$ cat src/rtl/mem_bus_arbiter_pkg.sv
// Shared bus-side types for the arvi hart: arbiter state encoding, word byte-enable
// constant and the request bundle used by bus clients.
package arvi_bus_pkg;

  typedef enum logic [1:0] {
    ARB_IDLE   = 2'd0,
    ARB_GNT_IC = 2'd1,
    ARB_GNT_DM = 2'd2
  } arb_state_e;

  localparam logic [3:0]  BE_WORD  = 4'hF;
  localparam int unsigned BUS_XLEN = 32;

  typedef struct packed {
    logic                req;
    logic                we;
    logic [BUS_XLEN-1:0] addr;
    logic [BUS_XLEN-1:0] wdata;
    logic [3:0]          byte_en;
  } bus_req_t;

endpackage

$ cat src/rtl/mem_bus_arbiter_timeout_ctr.sv
// Per-transaction wait counter: expires in the TIMEOUT-th enabled cycle after a clear.
// TIMEOUT=0 never expires.
module arb_timeout_ctr #(
  parameter int unsigned TIMEOUT = 255
) (
  input  logic i_clk,
  input  logic i_rst,
  input  logic i_clear,
  input  logic i_enable,
  output logic o_expired
);

  localparam int unsigned W = (TIMEOUT > 0) ? $clog2(TIMEOUT + 1) : 1;
  localparam logic [W-1:0] LAST = (TIMEOUT > 0) ? W'(TIMEOUT - 1) : '0;

  logic [W-1:0] cnt_q, cnt_d;

  always_comb begin
    cnt_d = cnt_q;
    if (i_clear) begin
      cnt_d = '0;
    end else if (i_enable) begin
      cnt_d = cnt_q + W'(1);
    end
  end

  always_ff @(posedge i_clk or negedge i_rst) begin
    if (!i_rst) begin
      cnt_q <= '0;
    end else begin
      cnt_q <= cnt_d;
    end
  end

  // The count holds prior waiting cycles, so the current cycle is the TIMEOUT-th at LAST.
  assign o_expired = (TIMEOUT != 0) && i_enable && (cnt_q == LAST);

endmodule

$ cat src/rtl/mem_bus_arbiter.sv
// Round-robin arbiter sharing one memory bus between the i-cache refill port and the
// data port, with atomic bus-lock and per-transaction timeout.
module mem_bus_arbiter
  import arvi_bus_pkg::*;
#(
  parameter int unsigned XLEN    = 32,
  parameter int unsigned TIMEOUT = 255
) (
  input  logic            i_clk,
  input  logic            i_rst,
  input  logic            i_IC_DataReq,
  input  logic [XLEN-1:0] i_IC_Addr,
  output logic [XLEN-1:0] o_IC_Data,
  output logic            o_IC_MemReady,
  input  logic            i_DM_MemRead,
  input  logic            i_DM_Wen,
  input  logic [XLEN-1:0] i_DM_Addr,
  input  logic [XLEN-1:0] i_DM_Wd,
  input  logic [3:0]      i_DM_byte_en,
  input  logic            i_DM_atomic,
  output logic [XLEN-1:0] o_DM_ReadData,
  output logic            o_DM_data_ready,
  output logic            o_BUS_req,
  output logic            o_BUS_we,
  output logic [XLEN-1:0] o_BUS_addr,
  output logic [XLEN-1:0] o_BUS_wdata,
  output logic [3:0]      o_BUS_byte_en,
  input  logic [XLEN-1:0] i_BUS_rdata,
  input  logic            i_BUS_ack,
  output logic            o_bus_err
);

  arb_state_e state_q, state_d;
  logic       last_dm_q, last_dm_d;
  logic       lock_q, lock_d;
  logic       ic_pend, dm_pend, granted, expired;

  assign ic_pend = i_IC_DataReq;
  assign dm_pend = i_DM_MemRead | i_DM_Wen;
  assign granted = (state_q != ARB_IDLE);

  // Clearing throughout IDLE is equivalent to clearing on the grant edge.
  arb_timeout_ctr #(.TIMEOUT(TIMEOUT)) u_timeout (
    .i_clk     (i_clk),
    .i_rst     (i_rst),
    .i_clear   (!granted),
    .i_enable  (granted && !i_BUS_ack),
    .o_expired (expired)
  );

  always_comb begin
    state_d         = state_q;
    last_dm_d       = last_dm_q;
    lock_d          = lock_q;
    o_IC_Data       = '0;
    o_IC_MemReady   = 1'b0;
    o_DM_ReadData   = '0;
    o_DM_data_ready = 1'b0;
    o_BUS_req       = 1'b0;
    o_BUS_we        = 1'b0;
    o_BUS_addr      = '0;
    o_BUS_wdata     = '0;
    o_BUS_byte_en   = '0;
    o_bus_err       = 1'b0;

    case (state_q)
      ARB_IDLE: begin
        if (lock_q) begin
          if (dm_pend) state_d = ARB_GNT_DM;
        end else if (ic_pend && dm_pend) begin
          state_d = last_dm_q ? ARB_GNT_IC : ARB_GNT_DM;
        end else if (ic_pend) begin
          state_d = ARB_GNT_IC;
        end else if (dm_pend) begin
          state_d = ARB_GNT_DM;
        end
      end

      ARB_GNT_IC: begin
        o_BUS_req     = 1'b1;
        o_BUS_addr    = i_IC_Addr;
        o_BUS_byte_en = BE_WORD;
        if (i_BUS_ack) begin
          o_IC_MemReady = 1'b1;
          o_IC_Data     = i_BUS_rdata;
          last_dm_d     = 1'b0;
          state_d       = ARB_IDLE;
        end else if (expired) begin
          o_IC_MemReady = 1'b1;
          o_bus_err     = 1'b1;
          lock_d        = 1'b0;
          state_d       = ARB_IDLE;
        end
      end

      ARB_GNT_DM: begin
        o_BUS_req     = 1'b1;
        o_BUS_we      = i_DM_Wen;
        o_BUS_addr    = i_DM_Addr;
        o_BUS_wdata   = i_DM_Wd;
        o_BUS_byte_en = i_DM_byte_en;
        if (i_BUS_ack) begin
          o_DM_data_ready = 1'b1;
          o_DM_ReadData   = i_BUS_rdata;
          last_dm_d       = 1'b1;
          lock_d          = i_DM_atomic;
          state_d         = ARB_IDLE;
        end else if (expired) begin
          o_DM_data_ready = 1'b1;
          o_bus_err       = 1'b1;
          lock_d          = 1'b0;
          state_d         = ARB_IDLE;
        end
      end

      default: state_d = ARB_IDLE;
    endcase
  end

  always_ff @(posedge i_clk or negedge i_rst) begin
    if (!i_rst) begin
      state_q   <= ARB_IDLE;
      last_dm_q <= 1'b1;
      lock_q    <= 1'b0;
    end else begin
      state_q   <= state_d;
      last_dm_q <= last_dm_d;
      lock_q    <= lock_d;
    end
  end

endmodule

$ cat config.mk
export PLATFORM = sky130hd
export DESIGN_NAME = mem_bus_arbiter
export DESIGN_NICKNAME = d
export VERILOG_FILES = /design/src/rtl/mem_bus_arbiter_pkg.sv /design/src/rtl/mem_bus_arbiter_timeout_ctr.sv /design/src/rtl/mem_bus_arbiter.sv
export SDC_FILE = /design/constraint.sdc
export NUM_CORES = 1
export LEC_CHECK = 0
export ABC_AREA = 1
export BUFFER_PORTS_ARGS = -buffer_cell sky130_fd_sc_hd__buf_4
export CORE_AREA = 2 2 106 108
export DETAILED_ROUTE_END_ITERATION = 10
export DIE_AREA = 0 0 108 110
export PLACE_DENSITY = 0.6
export REMOVE_ABC_BUFFERS = 1
export SETUP_SLACK_MARGIN = 0.15
export SLEW_MARGIN = 40
export SYNTH_ARGS = -nofsm -noshare
export SYNTH_HDL_FRONTEND = slang
export SYNTH_SLANG_ARGS = --single-unit
$ cat constraint.sdc
create_clock -name i_clk -period 1.6 [get_ports i_clk]
set_input_delay 0.08 -clock i_clk [delete_from_list [all_inputs] [get_ports i_clk]]
set_output_delay 0.08 -clock i_clk [all_outputs]
set_load 0.01 [all_outputs]
# [Yosys cells after proc, flatten, opt, wreduce, memory -nomap -nowiden]
# Index checks and enable logic that the tools add are counted.
[word_totals] ff_bits=12 wordCells=55
[op_classes] bitwise_logic=1 reduce_logical=10 n_addsub=1 n_mux=31 eq_ne=8
[ops] operator="2-to-1 mux 32 bit" n=4
[ops] operator="case mux 32 bit (2 select lines)" n=1
[ops] operator="2-to-1 mux 8 bit" n=2
[ops] operator="2-to-1 mux 2 bit" n=7
[ops] operator="2-to-1 mux 1 bit" n=13
[ops] operator="adder 8 x 1 -> 8 bit (second input constant)" n=1
[ops] operator="== test 8 bit (second input constant)" n=1
[ops] operator="case mux 4 bit (2 select lines)" n=1
[ops] operator="inequality test 2 bit (second input constant)" n=3
[ops] operator="case mux 1 bit (2 select lines)" n=2
[ops] operator="case mux 2 bit (2 select lines)" n=1
[ops] operator="nonzero test 2 bit" n=2
[ops] operator="logical AND 1 bit" n=3
[ops] operator="inequality test 3 x 1 -> 1 bit (second input constant)" n=1
[ops] operator="AND reduction 3 bit" n=1
[ops] operator="== test 2 x 1 -> 1 bit (second input constant)" n=1
[ops] operator="== test 2 bit (second input constant)" n=1
[ops] operator="zero test 2 bit" n=1
[ops] operator="inequality test 2 x 1 -> 1 bit (second input constant)" n=1
[ops] operator="AND reduction 2 bit" n=1
[ops] operator="OR reduction 2 bit" n=1
[ops] operator="zero test 1 bit" n=1
[ops] operator="bitwise OR 1 bit" n=1

# [Depth between registers and ports, before layout]
# Gate-level depths: netlist of run 1.
[depth] word_depth=6 ltp_mapped=10 depth_no_buf=10

# [By module]
# Synthesis of run 1 repeated with hierarchy kept, for this count alone.
[unflattened] hier_cells=397 area_unflattened_um2=1950.6
[modules_own_cells] module="mem_bus_arbiter" area_each_um2=1476.4 cells_per_inst=333 seq_area_each_um2=101.3 n_inst=1
[modules_own_cells] module="arb_timeout_ctr" area_each_um2=474.2 cells_per_inst=64 seq_area_each_um2=200.2 n_inst=1

# [Worst setup path before layout of run 1]
# Ideal clock, no wire load.
[synth_timing] path_kind="reg2out" startpoint="register state_q[0]" endpoint="output port o_BUS_addr[0]" stages_incl_launch_ff=6 t_arrival_ns=1.366 path_slack_ns=0.154 path_cell_list="dfrtp_1 inv_1 ha_1 clkinv_1 clkbuf_1 a21oi_1"
[synth_between] elab_chain_cells=2 elab_cells_between_ends=3
[synth_rtl] element="start, declared" line="mem_bus_arbiter.sv:33" text="arb_state_e state_q, state_d;"
[synth_rtl] element="start signal, assigned" line="mem_bus_arbiter.sv:126" text="state_q <= state_d;"
[synth_rtl] element="== test 2 bit or == test 2 x 1 -> 1 bit (tied branches)" line="mem_bus_arbiter.sv:66" text="case (state_q)"
[synth_rtl] element="case mux 32 bit (2 select lines) (*)" line="mem_bus_arbiter.sv:66"
[synth_rtl] element="end, declared" line="mem_bus_arbiter.sv:25" text="output logic [XLEN-1:0] o_BUS_addr,"
# Every way passes the cells marked *; elsewhere a longest branch is shown, timed or not.

# [Final worst setup path of run 1]
[layout_timing] startpoint="register state_q[1]" endpoint="output port o_BUS_addr[16]"
# Same word-level chain as after synthesis.

==> flow_metrics.tcl, run 1 <==
set metrics [dict create \
    cp-startpoint "state_q[1]" \
    synth.most_common_cell "nand2_1" \
    place.gp.congestion 0.872 \
    power_density_nw_per_um2 1220 \
    route.met2.wl_mm 6.44 \
    min-delay-start "i_DM_atomic" \
    grt.total_usage 0.172 \
    critPathRequiredTime_ns 1.52 \
    cts_tree "done" \
    route.met3.wl_mm 1.03 \
    synthTopCellsByArea "nand2_1 (24%), nor2_1 (17%), inv_1 (15%), dfrtp_1 (14%), a21oi_1 (9.2%)" \
    worstPathArrival_ns 1.60 \
    highest_layer "met4" \
    violations "setup timing" \
    wl_per_cell_um 14.6 \
    die_w_um 108 \
    htree_levels 1 \
    routed_via_density 4.26 \
    final_nets 841 \
    fin_skew_ns 0.00167 \
    clock.fmax_mhz 596 \
    crit_chain "inv_2 -> ha_4 -> buf_6 -> clkbuf_16 -> nand2_1 -> a21oi_1 -> buf_4" \
    worst_pin_slew_ns 0.235 \
    drive_gt1_frac 0.624 \
    finalSetupViolations 56 \
    status "finished, violations left" \
    path_max_fanout 8 \
    hpwlAfterDp_mm 8.84 \
    yosys.area_share.adder 0.0318 \
    synth_cells 402 \
    clkSinkCount 12 \
    portBuffers 275 \
    synth.distinct_cells 27 \
    yosys_register_bits 12 \
    ys_seq_area_frac 0.153 \
    synth_top_area_frac 0.241 \
    wl_mm 12.2 \
    row_count 38 \
    cp-start-kind "flip-flop" \
    fin_util 0.490 \
    num_vias 3559 \
    die_h_um 110 \
    worstSetupPathType "flip-flop to output port" \
    gr-total-overflow 0 \
    grt_max_degree 34 \
    min_path_type "input port to flip-flop" \
    cp-end-kind "output port" \
    synth-simple-area-share 0.475 \
    synthMuxAreaShare 0 \
    antenna_found_initial 0 \
    netlist_area_um2 1970 \
    fin_ws_ns -0.0783 \
    synth_xor_area_frac 0.00446 \
    postSynthAreaPerCell_um2 4.89 \
    ys_dominant_reg_cell "dfrtp_1" \
    finalCriticalPeriod_ns 1.68 \
    synth_edf_count 0 \
    clk_pin_slew_ns 0.05 \
    core-area_um2 10700 \
    remaining_drc_errors 0 \
    ir_drop_mv 0.657 \
    ctsLongestPathBuffers 2 \
    fin_crit_sh 1.05 \
    met1_length_mm 4.35 \
    final_hold_viol_count 0 \
    clock_latency_ns 0.25 \
    grt_pass1_vias 3109 \
    rsz0062_at_grt "true" \
    final_max_slew_viol_count 0 \
    ys_async_sr_fraction 1.00 \
    ant_nets 0 \
    synth_top_cells_by_count "nand2_1 (126), nor2_1 (87), inv_1 (81)" \
    drv_cap 0 \
    critical-path-max-stage-delay_ns 0.38 \
    first_pass_iters 4 \
    drt_iter0_markers 194 \
    whs_ns 0.0941 \
    cp_slowest_cell "dfrtp_1" \
    cts_buffers 3 \
    diodes 0 \
    reg2reg_from "state_q[0]" \
    synthToLayoutAreaGrowth_pct 167 \
    initial_core_util 0.184 \
    cts_root_buf "clkbuf_8" \
    grt_pass1_wl_mm 16.0 \
    synth_warnings 0 \
    synth_top_area_cell "nand2_1" \
    max_slew_margin 0.843 \
    synth_top_family_by_area "simple AND/OR/NAND/NOR gates" \
    power_w 0.00638 \
    synth_compound_area_frac 0.108 \
    io_pins 276 \
    die_area_um2 11900 \
    leakage_nw 3.02 \
]
## per-layer routing
layer  up-vias  GRT usage
met5         -          0
met4         0     0.0412
met3        29     0.0470
met2       181      0.321
met1      1595      0.195
li1       1754          -
## logic make-up after synthesis
group           count (synthesis)
xor+xnor                        1
simple gates                  234
compound gates                 42
buf+inv                       108
flops                          12
fa+ha+maj                       5
## power breakdown
part	leakage (nW)	switching, W	internal (W)
sequential	0.160	0.0000358	0.000376
combinational	2.83	0.00281	0.00282
clock	0.0288	0.000124	0.000218
total	3.02	0.00297	0.00342
## state kept, by name, indices dropped and copies added, names as in the netlist
signal,flops
u_timeout.cnt_q,8
state_q,2
last_dm_q,1
lock_q,1
## area by class of cell
type / instances / area, um^2
sequential: 12 / 302
multi-input combinational: 282 / 1630
inverter: 86 / 343
tap: 140 / 175
timing repair buffer: 312 / 2740
fill: 1049 / 5460
clock buffer: 4 / 55.1
## final timing paths
kind | endpoint | slack (ns) | depth (start not counted)
min reg2reg | lock_q | 0.48 | 2
max in group asynchronous | last_dm_q | 1.15 | 2
min in group asynchronous | u_timeout.cnt_q[0] | 0.21 | 2
min | lock_q | 0.09 | 3
max reg2reg | lock_q | 0.15 | 9
max | o_BUS_addr[16] | -0.08 | 7
## metrics by stage
step / setup slack [ns] / std cells / cell area, um^2 / setup TNS [ns]
after floorplan: -1.45 / 380 / 1850 / -106.79
after global placement: -0.0190 / 804 / 4220 / -0.0190
after detailed placement: -0.0375 / 804 / 4220 / -0.0375
after CTS: -0.0714 / 825 / 4810 / -2.18
after global routing: -0.147 / 836 / 5240 / -9.83
final: -0.0783 / 836 / 5240 / -2.07
## what timing repair did
action                     CTS  global route
hold buffers                 1             0
buffers inserted            10             6
cloned                       6             5
setup endpoints to repair  137           137
hold endpoints to repair    12             0
pin swaps                   13            19
gates resized for setup     68            91
## worst max-delay path: cells and delay by family, from the launching register on
kind / cells / cell delay [ns]
AND/OR/NAND/NOR: 1 / 0.06
flip-flops: 1 / 0.38
AO/OA/AOI/OAI: 1 / 0.14
adder cells (fa/ha/maj): 1 / 0.22
buffers and inverters: 4 / 0.55
## cell usage in the layout, fill, tap and decap left out, types with 2 or more instances in the layout
master     instances
dfrtp_1           11
a21oi_1            5
nand2_1           77
buf_4            270
buf_6             21
nand3_1            7
clkbuf_8           4
inv_1             68
clkbuf_16          4
nor2_2             5
buf_16             6
nand2_2           39
ha_4               3
nand4_1            2
nor3_1             2
nor2_4             2
buf_12            10
a21oi_4            3
inv_2             15
a21oi_2           28
nand3_2            4
nor2_1            82
o21ai_0            3
nand2_4           13
Power figures use the tool's default switching activity.
==> run 2, diff against run 1 <==
- ABC_AREA: 1 -> default
==> flow_metrics.tcl, run 2 <==
set metrics [dict create \
    whs_ns 0.198 \
    rsz0062_at_grt "true" \
    synth_xor_area_frac 0.0180 \
    grt_pass1_vias 3235 \
    clkSinkCount 12 \
    leakage_nw 2.75 \
    die_h_um 110 \
    fin_util 0.501 \
    power_density_nw_per_um2 1430 \
    cp-endpoint "o_IC_Data[31]" \
    reg2reg_from "state_q[1]" \
    finalSetupViolations 121 \
    die_w_um 108 \
    reg2regPathDepth 8 \
    violations "setup timing" \
    grt_pass1_wl_mm 18.3 \
    grt_max_degree 67 \
    path_common_cell "buf_12" \
    synth_top_area_cell "and3_1" \
    synthMuxAreaShare 0 \
    final_nets 707 \
    remaining_drc_errors 0 \
    core-area_um2 10700 \
    final_cell_mix "buf_4 (230), buf_6 (61), and3_1 (43)" \
    synthTopCellsByArea "and3_1 (21%), dfrtp_1 (14%), nor2b_1 (13%), a22oi_1 (12%), and2_1 (11%)" \
    layout_commonest_cell "buf_4" \
    synth_top_area_frac 0.206 \
    first_pass_iters 4 \
    worstSetupPathType "flip-flop to output port" \
    worstPathArrival_ns 1.63 \
    gr-total-overflow 0 \
    clk_pin_slew_ns 0.06 \
    synth_top_cells_by_count "and3_1 (64), nor2b_1 (39), and2_1 (34)" \
    largest_reg_flops 8 \
    critPathRequiredTime_ns 1.52 \
    ys_async_sr_fraction 1.00 \
    portBuffers 275 \
    clock_latency_ns 0.24 \
    ir_drop_mv 0.718 \
    cts_tree "done" \
    crit_chain "inv_2 -> ha_4 -> buf_12 -> buf_12 -> buf_16 -> and3_1 -> buf_4" \
    cts_buffers 3 \
    status "finished, violations left" \
    largest_registers "u_timeout.cnt_q x8, state_q x2" \
    cp-startpoint "state_q[1]" \
    synth_cells 275 \
    fin_crit_sh 1.07 \
    drt_iter0_markers 177 \
    row_count 38 \
    synth.distinct_cells 32 \
    yosys_register_bits 12 \
    finalCriticalPeriod_ns 1.71 \
    reg2reg_to "lock_q" \
    synth_top_family_by_area "simple AND/OR/NAND/NOR gates" \
    cts_root_buf "clkbuf_8" \
    dp.cells 666 \
    synth.most_common_cell "and3_1" \
    path_max_fanout 10 \
    grt.total_usage 0.197 \
    regMostFlops "u_timeout.cnt_q" \
    yosys.area_share.adder 0.0321 \
    final_max_slew_viol_count 0 \
    cp-end-kind "output port" \
    stdcell_count 702 \
    final_hold_viol_count 0 \
    postSynthAreaPerCell_um2 7.08 \
    cp_slowest_cell "dfrtp_1" \
    ys_seq_area_frac 0.155 \
    place.gp.congestion 0.833 \
    drv_cap 0 \
    finalSetupTns_ns -6.92 \
    ctsLongestPathBuffers 2 \
    max_slew_margin 0.658 \
    fin_skew_ns 0.00485 \
    clock.fmax_mhz 584 \
    ys_dominant_reg_cell "dfrtp_1" \
    place_ws_ns 0.0241 \
    routed_via_density 4.67 \
    wl_per_cell_um 18.5 \
    diodes 0 \
    initial_core_util 0.182 \
    worst_pin_slew_ns 0.513 \
    reg2reg_slack_ns 0.06 \
    synthToLayoutAreaGrowth_pct 175 \
    drive_gt1_frac 0.715 \
    io_pins 276 \
    synth_compound_area_frac 0.189 \
    num_vias 3277 \
    wl_mm 13.0 \
    antenna_found_initial 0 \
    synth_warnings 0 \
    fin_ws_ns -0.111 \
    cp-start-kind "flip-flop" \
    critical-path-max-stage-delay_ns 0.42 \
    die_area_um2 11900 \
    hpwlAfterDp_mm 8.49 \
    synth_edf_count 0 \
    ant_nets 0 \
    min_path_type "input port to flip-flop" \
    synth-simple-area-share 0.534 \
    htree_levels 1 \
    netlist_area_um2 1950 \
]
## run 2: changes by cell type after synthesis, moves of 6 or more
cell and delta:
nand3_1 -6, inv_1 -77, and3_1 +64, nor2b_1 +39
a21oi_1 -27, nor2_1 -80, and2_1 +34, a22oi_1 +32
buf_2 -13, clkbuf_1 +27, nand2_1 -120
## run 2: cells by family (layout without fill, tap and decap cells)
| family | count (synthesis) | after routing |
|---|---|---|
| AND/OR/NAND/NOR | 165 | 165 |
| adder cells (fa/ha/maj) | 5 | 5 |
| flip-flops | 12 | 12 |
| buffers and inverters | 37 | 324 |
| AO/OA/AOI/OAI | 52 | 52 |
| XOR/XNOR | 4 | 4 |
## run 2: worst min path at each step
stage / start / endpoint / slack [ns] / cells after the start
4_1_cts: i_rst / u_timeout.cnt_q[6] / 0.24 / 2
5_1_grt: i_DM_MemRead / state_q[0] / 0.24 / 4
3_3_place_gp: i_rst / u_timeout.cnt_q[5] / -0.07 / 1
2_1_floorplan: i_rst / lock_q / -0.22 / 0
6_report: i_DM_MemRead / state_q[0] / 0.20 / 4
3_5_place_dp: i_rst / u_timeout.cnt_q[6] / -0.07 / 1
## run 2: routing by layer
| layer | track usage | vias to the layer above | share of wire |
|---|---|---|---|
| li1 | - | 1555 | - |
| met1 | 0.229 | 1543 | 0.39 |
| met2 | 0.373 | 167 | 0.52 |
| met3 | 0.0476 | 12 | 0.076 |
| met4 | 0.0311 | 0 | 0.011 |
| met5 | 0 | - | 0 |
## run 2: through the flow
stage | instance area, um^2 | total power, W
after global routing | 5360 | 0.00813
final | 5360 | 0.00766
after global placement | 4170 | 0.00471
after detailed placement | 4170 | 0.00476
after floorplan | 1820 | 0.00254
after CTS | 4890 | 0.00659
## run 2: final cells by class
class                           instances  area (um^2)
Multi-Input combinational cell        226         1810
Inverter                                4         17.5
Fill cell                             989         5340
Timing Repair Buffer                  316         2990
Clock buffer                            4         55.1
Sequential cell                        12          304
Tap cell                              140          175
## run 2: repair_timing
| action | 4_1_cts | 5_1_grt |
|---|---|---|
| pin swaps | 2 | 5 |
| buffers inserted | 16 | 0 |
| hold buffers | 1 | 0 |
| setup endpoints to repair | 140 | 142 |
| hold endpoints to repair | 12 | 0 |
| cloned | 10 | 5 |
| gates resized for setup | 59 | 99 |
## run 2: critical path: cells and delay by family, from the launching register on
family | cells | cell delay [ns]
adder cells (fa/ha/maj) | 1 | 0.20
buffers and inverters | 5 | 0.62
flip-flops | 1 | 0.42
AND/OR/NAND/NOR | 1 | 0.14
## run 2: power breakdown
group | leakage, nW | total (W) | internal [W] | switching (W)
logic | 2.57 | 0.00686 | 0.00399 | 0.00287
registers | 0.155 | 0.000459 | 0.000380 | 0.0000791
clock network | 0.0288 | 0.000336 | 0.000218 | 0.000119
total | 2.75 | 0.00766 | 0.00459 | 0.00307
